<file path="config.mk">
export PLATFORM = sky130hd
export DESIGN_NAME = rf_wb_arbiter_flat
export DESIGN_NICKNAME = d
export VERILOG_FILES = /design/src/rtl/rf_wb_arbiter_if.sv /design/src/rtl/rf_wb_arbiter.sv /design/src/flat_wrapper.sv
export SDC_FILE = /design/constraint.sdc
export NUM_CORES = 1
export LEC_CHECK = 0
export BUFFER_PORTS_ARGS = -buffer_cell sky130_fd_sc_hd__clkbuf_2
export CAP_MARGIN = 10
export CORE_ASPECT_RATIO = 1.75
export CORE_MARGIN = 1.5
export CORE_UTILIZATION = 50
export DETAILED_ROUTE_END_ITERATION = 6
export PLACE_DENSITY = 0.87
export SETUP_SLACK_MARGIN = 0.4
export SYNTH_ARGS = -nofsm -noshare
export SYNTH_HDL_FRONTEND = slang
export SYNTH_SLANG_ARGS = --single-unit
</file>
<file path="constraint.sdc">
create_clock -name clk -period 5.75 [get_ports clk]
set_input_delay 0.2875 -clock clk [delete_from_list [all_inputs] [get_ports clk]]
set_output_delay 0.2875 -clock clk [all_outputs]
set_load 0.005 [all_outputs]
</file>
<file path="src/rtl/rf_wb_arbiter_if.sv">
// rf_wb_arbiter_if
// Groups every signal between the writeback arbiter and its neighbours:
//   - ALU and load writeback requests with their valid/ready handshakes
//   - the registered register-file write port (writeEnable, writeAddr, dIn)
//   - the issue-stage hazard interface (issue_*, chk_addr*, busy*, pending)
//   - the sticky wb_err flag
// The slave modport is the arbiter's view.
// The master modport is the view of the surrounding pipeline / register file.
interface rf_wb_arbiter_if #(
  parameter int N = 16,
  parameter int M = 4,
  parameter int O = 16
);
  logic         alu_valid;
  logic         alu_ready;
  logic [M-1:0] alu_addr;
  logic [N-1:0] alu_data;

  logic         mem_valid;
  logic         mem_ready;
  logic [M-1:0] mem_addr;
  logic [N-1:0] mem_data;

  logic         writeEnable;
  logic [M-1:0] writeAddr;
  logic [N-1:0] dIn;

  logic         issue_valid;
  logic [M-1:0] issue_addr;
  logic         issue_ready;

  logic [M-1:0] chk_addr0;
  logic [M-1:0] chk_addr1;
  logic         busy0;
  logic         busy1;
  logic [O-1:0] pending;
  logic         wb_err;

  modport slave (
    input  alu_valid, alu_addr, alu_data,
    input  mem_valid, mem_addr, mem_data,
    input  issue_valid, issue_addr, chk_addr0, chk_addr1,
    output alu_ready, mem_ready,
    output writeEnable, writeAddr, dIn,
    output issue_ready, busy0, busy1, pending, wb_err
  );

  modport master (
    output alu_valid, alu_addr, alu_data,
    output mem_valid, mem_addr, mem_data,
    output issue_valid, issue_addr, chk_addr0, chk_addr1,
    input  alu_ready, mem_ready,
    input  writeEnable, writeAddr, dIn,
    input  issue_ready, busy0, busy1, pending, wb_err
  );
endinterface

</file>
<file path="src/rtl/rf_wb_arbiter.sv">
// rf_wb_arbiter
// Shares the register file's single write port between the ALU writeback
// path and the load-return path.
// Also keeps a per-register scoreboard of outstanding writes, which the
// issue stage uses to stall on RAW/WAW hazards.
//
// Ports:
//   clk    - rising-edge clock
//   rst_n  - asynchronous active-low reset
//   bus    - rf_wb_arbiter_if.slave, which carries:
//              - ALU and load requests, each with a valid/ready handshake
//              - the registered write port to the register file
//              - the issue/check hazard interface, the pending vector and wb_err
//
// Parameters:
//   N - data width
//   M - address width
//   O - number of registers (O must not exceed 2**M)
module rf_wb_arbiter #(
  parameter int N = 16,
  parameter int M = 4,
  parameter int O = 16
) (
  input logic            clk,
  input logic            rst_n,
  rf_wb_arbiter_if.slave bus
);

  // last_alu_q = 1 when the ALU won the most recent grant.
  // Reset clears it, so the ALU is favoured after reset.
  logic         last_alu_q, last_alu_d;
  logic         we_q, we_d;
  logic [M-1:0] waddr_q, waddr_d;
  logic [N-1:0] wdata_q, wdata_d;
  logic [O-1:0] pending_q, pending_d;
  logic         wb_err_q, wb_err_d;

  logic         grant_alu, grant_mem, grant_any;
  logic [M-1:0] win_addr;
  logic [N-1:0] win_data;
  logic         issue_ready;
  logic         issue_fire;
  logic [O-1:0] issue_dec, set_vec, clr_vec, win_dec, chk0_dec, chk1_dec;

  // One-hot decode of a register address.
  // Addresses at or above O decode to all zeros, which gives three effects:
  //   - an issue to such an address sets nothing
  //   - a busy check on it reads 0
  //   - a writeback to it finds no pending bit, so it flags wb_err
  function automatic logic [O-1:0] decode(input logic [M-1:0] a);
    logic [O-1:0] d;
    d = '0;
    for (int i = 0; i < O; i++) begin
      if (a == M'(i)) d[i] = 1'b1;
    end
    return d;
  endfunction

  always_comb begin
    grant_alu = 1'b0;
    grant_mem = 1'b0;
    grant_any = 1'b0;
    win_addr  = waddr_q;
    win_data  = wdata_q;

    // On a collision the requester not granted last time wins.
    grant_alu = bus.alu_valid & (~bus.mem_valid | ~last_alu_q);
    grant_mem = bus.mem_valid & (~bus.alu_valid |  last_alu_q);
    grant_any = grant_alu | grant_mem;

    if (grant_alu) begin
      win_addr = bus.alu_addr;
      win_data = bus.alu_data;
    end else if (grant_mem) begin
      win_addr = bus.mem_addr;
      win_data = bus.mem_data;
    end
  end

  always_comb begin
    issue_dec   = '0;
    set_vec     = '0;
    clr_vec     = '0;
    win_dec     = '0;
    chk0_dec    = '0;
    chk1_dec    = '0;
    issue_ready = 1'b0;
    issue_fire  = 1'b0;

    issue_dec = decode(bus.issue_addr);
    win_dec   = decode(win_addr);
    chk0_dec  = decode(bus.chk_addr0);
    chk1_dec  = decode(bus.chk_addr1);

    // issue_ready looks only at registered state.
    // A commit already in flight does not make the register available early.
    issue_ready = ~|(pending_q & issue_dec);
    issue_fire  = bus.issue_valid & issue_ready;

    if (issue_fire) set_vec = issue_dec;
    if (we_q)       clr_vec = decode(waddr_q);
  end

  always_comb begin
    last_alu_d = last_alu_q;
    we_d       = grant_any;
    waddr_d    = waddr_q;
    wdata_d    = wdata_q;
    pending_d  = pending_q;
    wb_err_d   = wb_err_q;

    if (grant_any) begin
      last_alu_d = grant_alu;
      waddr_d    = win_addr;
      wdata_d    = win_data;
    end

    // Clear first, then OR in the set.
    // If a new issue claims a register on the same edge its old write
    // commits, the new issue keeps the register marked pending.
    pending_d = (pending_q & ~clr_vec) | set_vec;

    // A writeback is legal only if its target is already pending or is
    // being claimed on this same edge.
    if (grant_any && ((win_dec & (pending_q | set_vec)) == '0)) begin
      wb_err_d = 1'b1;
    end
  end

  always_ff @(posedge clk or negedge rst_n) begin
    if (!rst_n) begin
      last_alu_q <= 1'b0;
      we_q       <= 1'b0;
      waddr_q    <= '0;
      wdata_q    <= '0;
      pending_q  <= '0;
      wb_err_q   <= 1'b0;
    end else begin
      last_alu_q <= last_alu_d;
      we_q       <= we_d;
      waddr_q    <= waddr_d;
      wdata_q    <= wdata_d;
      pending_q  <= pending_d;
      wb_err_q   <= wb_err_d;
    end
  end

  assign bus.alu_ready   = grant_alu;
  assign bus.mem_ready   = grant_mem;
  assign bus.writeEnable = we_q;
  assign bus.writeAddr   = waddr_q;
  assign bus.dIn         = wdata_q;
  assign bus.issue_ready = issue_ready;
  assign bus.busy0       = |(pending_q & chk0_dec);
  assign bus.busy1       = |(pending_q & chk1_dec);
  assign bus.pending     = pending_q;
  assign bus.wb_err      = wb_err_q;

endmodule
</file>
<file path="src/flat_wrapper.sv">
// flat-port wrapper written by rule: the top's interface ports become plain ports
module rf_wb_arbiter_flat 
#(
  parameter int N = 16,
  parameter int M = 4,
  parameter int O = 16
)
  (clk, rst_n, bus_alu_valid, bus_alu_addr, bus_alu_data, bus_mem_valid, bus_mem_addr, bus_mem_data, bus_issue_valid, bus_issue_addr, bus_chk_addr0, bus_chk_addr1, bus_alu_ready, bus_mem_ready, bus_writeEnable, bus_writeAddr, bus_dIn, bus_issue_ready, bus_busy0, bus_busy1, bus_pending, bus_wb_err);
  rf_wb_arbiter_if #(.N(N), .M(M), .O(O)) bus_i ();
  input logic clk;
  input logic rst_n;
  input wire logic [$bits(bus_i.alu_valid)-1:0] bus_alu_valid;
  input wire logic [$bits(bus_i.alu_addr)-1:0] bus_alu_addr;
  input wire logic [$bits(bus_i.alu_data)-1:0] bus_alu_data;
  input wire logic [$bits(bus_i.mem_valid)-1:0] bus_mem_valid;
  input wire logic [$bits(bus_i.mem_addr)-1:0] bus_mem_addr;
  input wire logic [$bits(bus_i.mem_data)-1:0] bus_mem_data;
  input wire logic [$bits(bus_i.issue_valid)-1:0] bus_issue_valid;
  input wire logic [$bits(bus_i.issue_addr)-1:0] bus_issue_addr;
  input wire logic [$bits(bus_i.chk_addr0)-1:0] bus_chk_addr0;
  input wire logic [$bits(bus_i.chk_addr1)-1:0] bus_chk_addr1;
  output wire logic [$bits(bus_i.alu_ready)-1:0] bus_alu_ready;
  output wire logic [$bits(bus_i.mem_ready)-1:0] bus_mem_ready;
  output wire logic [$bits(bus_i.writeEnable)-1:0] bus_writeEnable;
  output wire logic [$bits(bus_i.writeAddr)-1:0] bus_writeAddr;
  output wire logic [$bits(bus_i.dIn)-1:0] bus_dIn;
  output wire logic [$bits(bus_i.issue_ready)-1:0] bus_issue_ready;
  output wire logic [$bits(bus_i.busy0)-1:0] bus_busy0;
  output wire logic [$bits(bus_i.busy1)-1:0] bus_busy1;
  output wire logic [$bits(bus_i.pending)-1:0] bus_pending;
  output wire logic [$bits(bus_i.wb_err)-1:0] bus_wb_err;
  assign bus_i.alu_valid = bus_alu_valid;
  assign bus_i.alu_addr = bus_alu_addr;
  assign bus_i.alu_data = bus_alu_data;
  assign bus_i.mem_valid = bus_mem_valid;
  assign bus_i.mem_addr = bus_mem_addr;
  assign bus_i.mem_data = bus_mem_data;
  assign bus_i.issue_valid = bus_issue_valid;
  assign bus_i.issue_addr = bus_issue_addr;
  assign bus_i.chk_addr0 = bus_chk_addr0;
  assign bus_i.chk_addr1 = bus_chk_addr1;
  assign bus_alu_ready = bus_i.alu_ready;
  assign bus_mem_ready = bus_i.mem_ready;
  assign bus_writeEnable = bus_i.writeEnable;
  assign bus_writeAddr = bus_i.writeAddr;
  assign bus_dIn = bus_i.dIn;
  assign bus_issue_ready = bus_i.issue_ready;
  assign bus_busy0 = bus_i.busy0;
  assign bus_busy1 = bus_i.busy1;
  assign bus_pending = bus_i.pending;
  assign bus_wb_err = bus_i.wb_err;
  rf_wb_arbiter #(.N(N), .M(M), .O(O)) u_core (.clk(clk), .rst_n(rst_n), .bus(bus_i));
endmodule
</file>
==> reports/metrics.cfg <==
[run_status]
status = finished clean

[cts]
ctsResizeCount = 0
post-cts-setup-buffer-count = 0
cts_hold_buf = 0
cts_tree = built
clkLatencyLatePin_ps = 290
path_clk_slew_ps = 80
clock_sinks = 39
cts_root_buf = clkbuf_8
cts_buffer_depth = 2
ctsHtreeMaxLevel = 2
numCtsBuffers = 5

[floorplanning]
die_area_um2 = 5640
ioPinCount = 100
num_rows = 34
floorplan.initialDensity_pct = 52.0
die-width_um = 57.4
coreArea_um2 = 4980
dieHeight_um = 98.2

[global_routing]
antenna_found_initial = 0
grt_max_degree = 40
grt_pass1_wl_um = 12000
grt_usage_pct = 27.6
grt-ovfl-total = 0
grt_pass1_vias = 2532

[sta]
slew_viol_final = 0
worst_slew_pin_slew_ps = 1120
finalSetupViolations = 0
grt_setup_unrepaired = false
achievable-frequency_mhz = 410
fin_worst_skew_ps = 6.29
finalCriticalPeriod_ps = 2440
finalCritPeriodShare_pct = 42.4
hold_viol = 0
tns_ps = 0
max_slew_margin_pct = 24.6

[worst_setup_path]
critical_path_class = reg -> reg
r2r_cells = 8
required_ps = 5980
arrival_ps = 2670
start_kind = register
slowest_stage = dfrtp_1
cp_cell_sequence = nand2b_1 > nand2_4 > o21bai_4 > inv_2 > mux2i_1 > o22ai_1 > nor4_1 > a41o_1
end_kind = register
path_depth = 8
slowest_delay_ps = 400
path_delay_family = simple AND/OR/NAND/NOR gates
crit_fanout = 18
crit_buf_inv = 1

[power_and_ir_drop]
peakVddDrop_uv = 273
p_sw_share_pct = 37.8
power_density_nw_per_um2 = 346
leakagePower_nw = 1.52
clkPwrFrac_pct = 21.4
seq_power_share_pct = 43.8
p_int_mw = 0.685
p_comb_share_pct = 34.8
power_mw = 1.10
power_switching_mw = 0.417

[detailed_routing]
ant_nets = 0
wl_per_cell_um = 18.5
vias = 2537
drtPass1Iterations = 4
drcViolationCount = 0
wirelength_um = 7570
vias_per_cell = 6.19
drt_iter0_markers = 156

[synth]
synth_area_per_cell_um2 = 9.89
yosys_register_bits = 39
synthCells = 262
synth_top_area_share_pct = 37.7
synth_edf_count = 0
synth_area_leader_cell = dfrtp_1
synth_area_leaders = dfrtp_1, o21ai_0, mux4_2
synthFlopType = dfrtp_1
ys_async_sr_fraction_pct = 100
yosys_warnings = 0
ys_seq_area_share_pct = 37.7
syn_area_um2 = 2590
syn_nets = 319
synth_cell_type_count = 57

[finish]
nets = 412
antenna_cells = 0
multi_input_comb_area_um2 = 1500
fill_cells = 390
final_layout_size_suffix_gt1_share_pct = 39.6
regArea_um2 = 976
syn_to_final_growth_pct = 23.0

[hold_path]
hp-class = in -> async

[placement]
gp_congestion = 0.932
numPortBuffers = 99
detailed_place_hpwl_um = 5890

[job]
maxCapViolCount = 0

[metal layers]
| layer | global-route usage, % | share of wire [%] |
|---|---|---|
| met1 | 30.2 | 37 |
| met2 | 51.4 | 54 |
| met3 | 2.91 | 6.2 |
| met5 | 0 | 0 |
| met4 | 12.3 | 3.2 |
[sequential cells by signal, summed over array words and instances (netlist names)]
signal,cells
u_core.last_alu_q,1
u_core.bus.writeEnable,1
u_core.bus.writeAddr,4
u_core.bus.dIn,16
u_core.bus.wb_err,1
u_core.bus.pending,16
[cells in the mapped netlist (all sizes together), types with 3 or more instances]
| cell | count |
|---|---|
| o21ai | 55 |
| dfrtp | 39 |
| nand2 | 27 |
| mux2i | 18 |
| nand3 | 11 |
| buf | 10 |
| mux4 | 10 |
| inv | 8 |
| mux2 | 7 |
| nand2b | 7 |
| a221oi | 6 |
| nor2 | 5 |
| or2 | 5 |
| a211oi | 4 |
| nor2b | 4 |
| nor4 | 4 |
| o22ai | 4 |
| clkbuf | 3 |
| nand3b | 3 |
| nor3 | 3 |
[per-stage QoR]
| stage | setup WS (ps) | area [µm²] | utilization (%) | instances | hold slack [ps] |
|---|---|---|---|---|---|
| 6_report | 3310 | 3190 | 64.0 | 410 | 124 |
| 5_1_grt | 3170 | 3190 | 64.0 | 410 | 202 |
| 4_1_cts | 3330 | 3190 | 64.0 | 410 | 162 |
| 3_5_place_dp | 3290 | 3070 | 61.7 | 402 | 482 |
| 3_3_place_gp | 3340 | 3070 | 61.7 | 402 | 467 |
| 2_1_floorplan | 3730 | 2590 | - | 262 | -8.09 |
[cells by family after synthesis]
| group | Yosys count | synth area share [%] |
|---|---|---|
| muxes | 35 | 19.0 |
| and+or+nand+nor | 82 | 17.8 |
| AOI/OAI and AO/OA | 85 | 21.0 |
| buffers and inverters | 21 | 4.54 |
| DFF | 39 | 37.7 |
[layout make-up]
| class | count | share of cell area, % |
|---|---|---|
| clock buffer | 5 | 2.16 |
| clock inverter | 3 | 1.49 |
| inverter | 8 | 0.943 |
| multi-input combinational | 202 | 47.1 |
| sequential | 39 | 30.6 |
| tap | 54 | 2.12 |
| timing repair buffer | 99 | 15.6 |
[power by group through the flow]
stage	logic [mW]	registers (mW)	clock network (mW)
floorplan	0.233	0.432	0
global placement	0.371	0.479	0
detailed placement	0.382	0.483	0
CTS	0.383	0.478	0.237
global route	0.423	0.490	0.249
finish	0.384	0.483	0.235
[cell usage in the layout, fill, tap and decap left out, types with 3 or more instances in the layout]
| cell | n |
|---|---|
| a211oi_1 | 3 |
| a221oi_1 | 6 |
| clkbuf_2 | 99 |
| clkbuf_8 | 5 |
| dfrtp_1 | 39 |
| inv_1 | 6 |
| mux2_2 | 4 |
| mux2i_1 | 18 |
| mux4_2 | 10 |
| nand2_1 | 24 |
| nand2b_1 | 7 |
| nand3_1 | 11 |
| nand3b_1 | 3 |
| nor2_1 | 5 |
| nor2b_1 | 3 |
| nor3_1 | 3 |
| nor4_1 | 4 |
| o21ai_0 | 54 |
| o22ai_1 | 3 |
| or2_2 | 4 |
[worst paths after layout]
check / slack (ps) / to / from
max in group asynchronous: 5050 / u_core.bus.writeAddr[0] / rst_n
worst min-delay path: 120 / u_core.bus.dIn[13] / rst_n
min in group clk: 190 / u_core.bus.dIn[2] / bus_alu_data[2]
worst max-delay path: 3310 / u_core.bus.wb_err / u_core.last_alu_q
worst min register to register: 520 / u_core.bus.wb_err / u_core.bus.wb_err
worst max register to register: 3310 / u_core.bus.wb_err / u_core.last_alu_q
(Power assumes the default switching activity.)
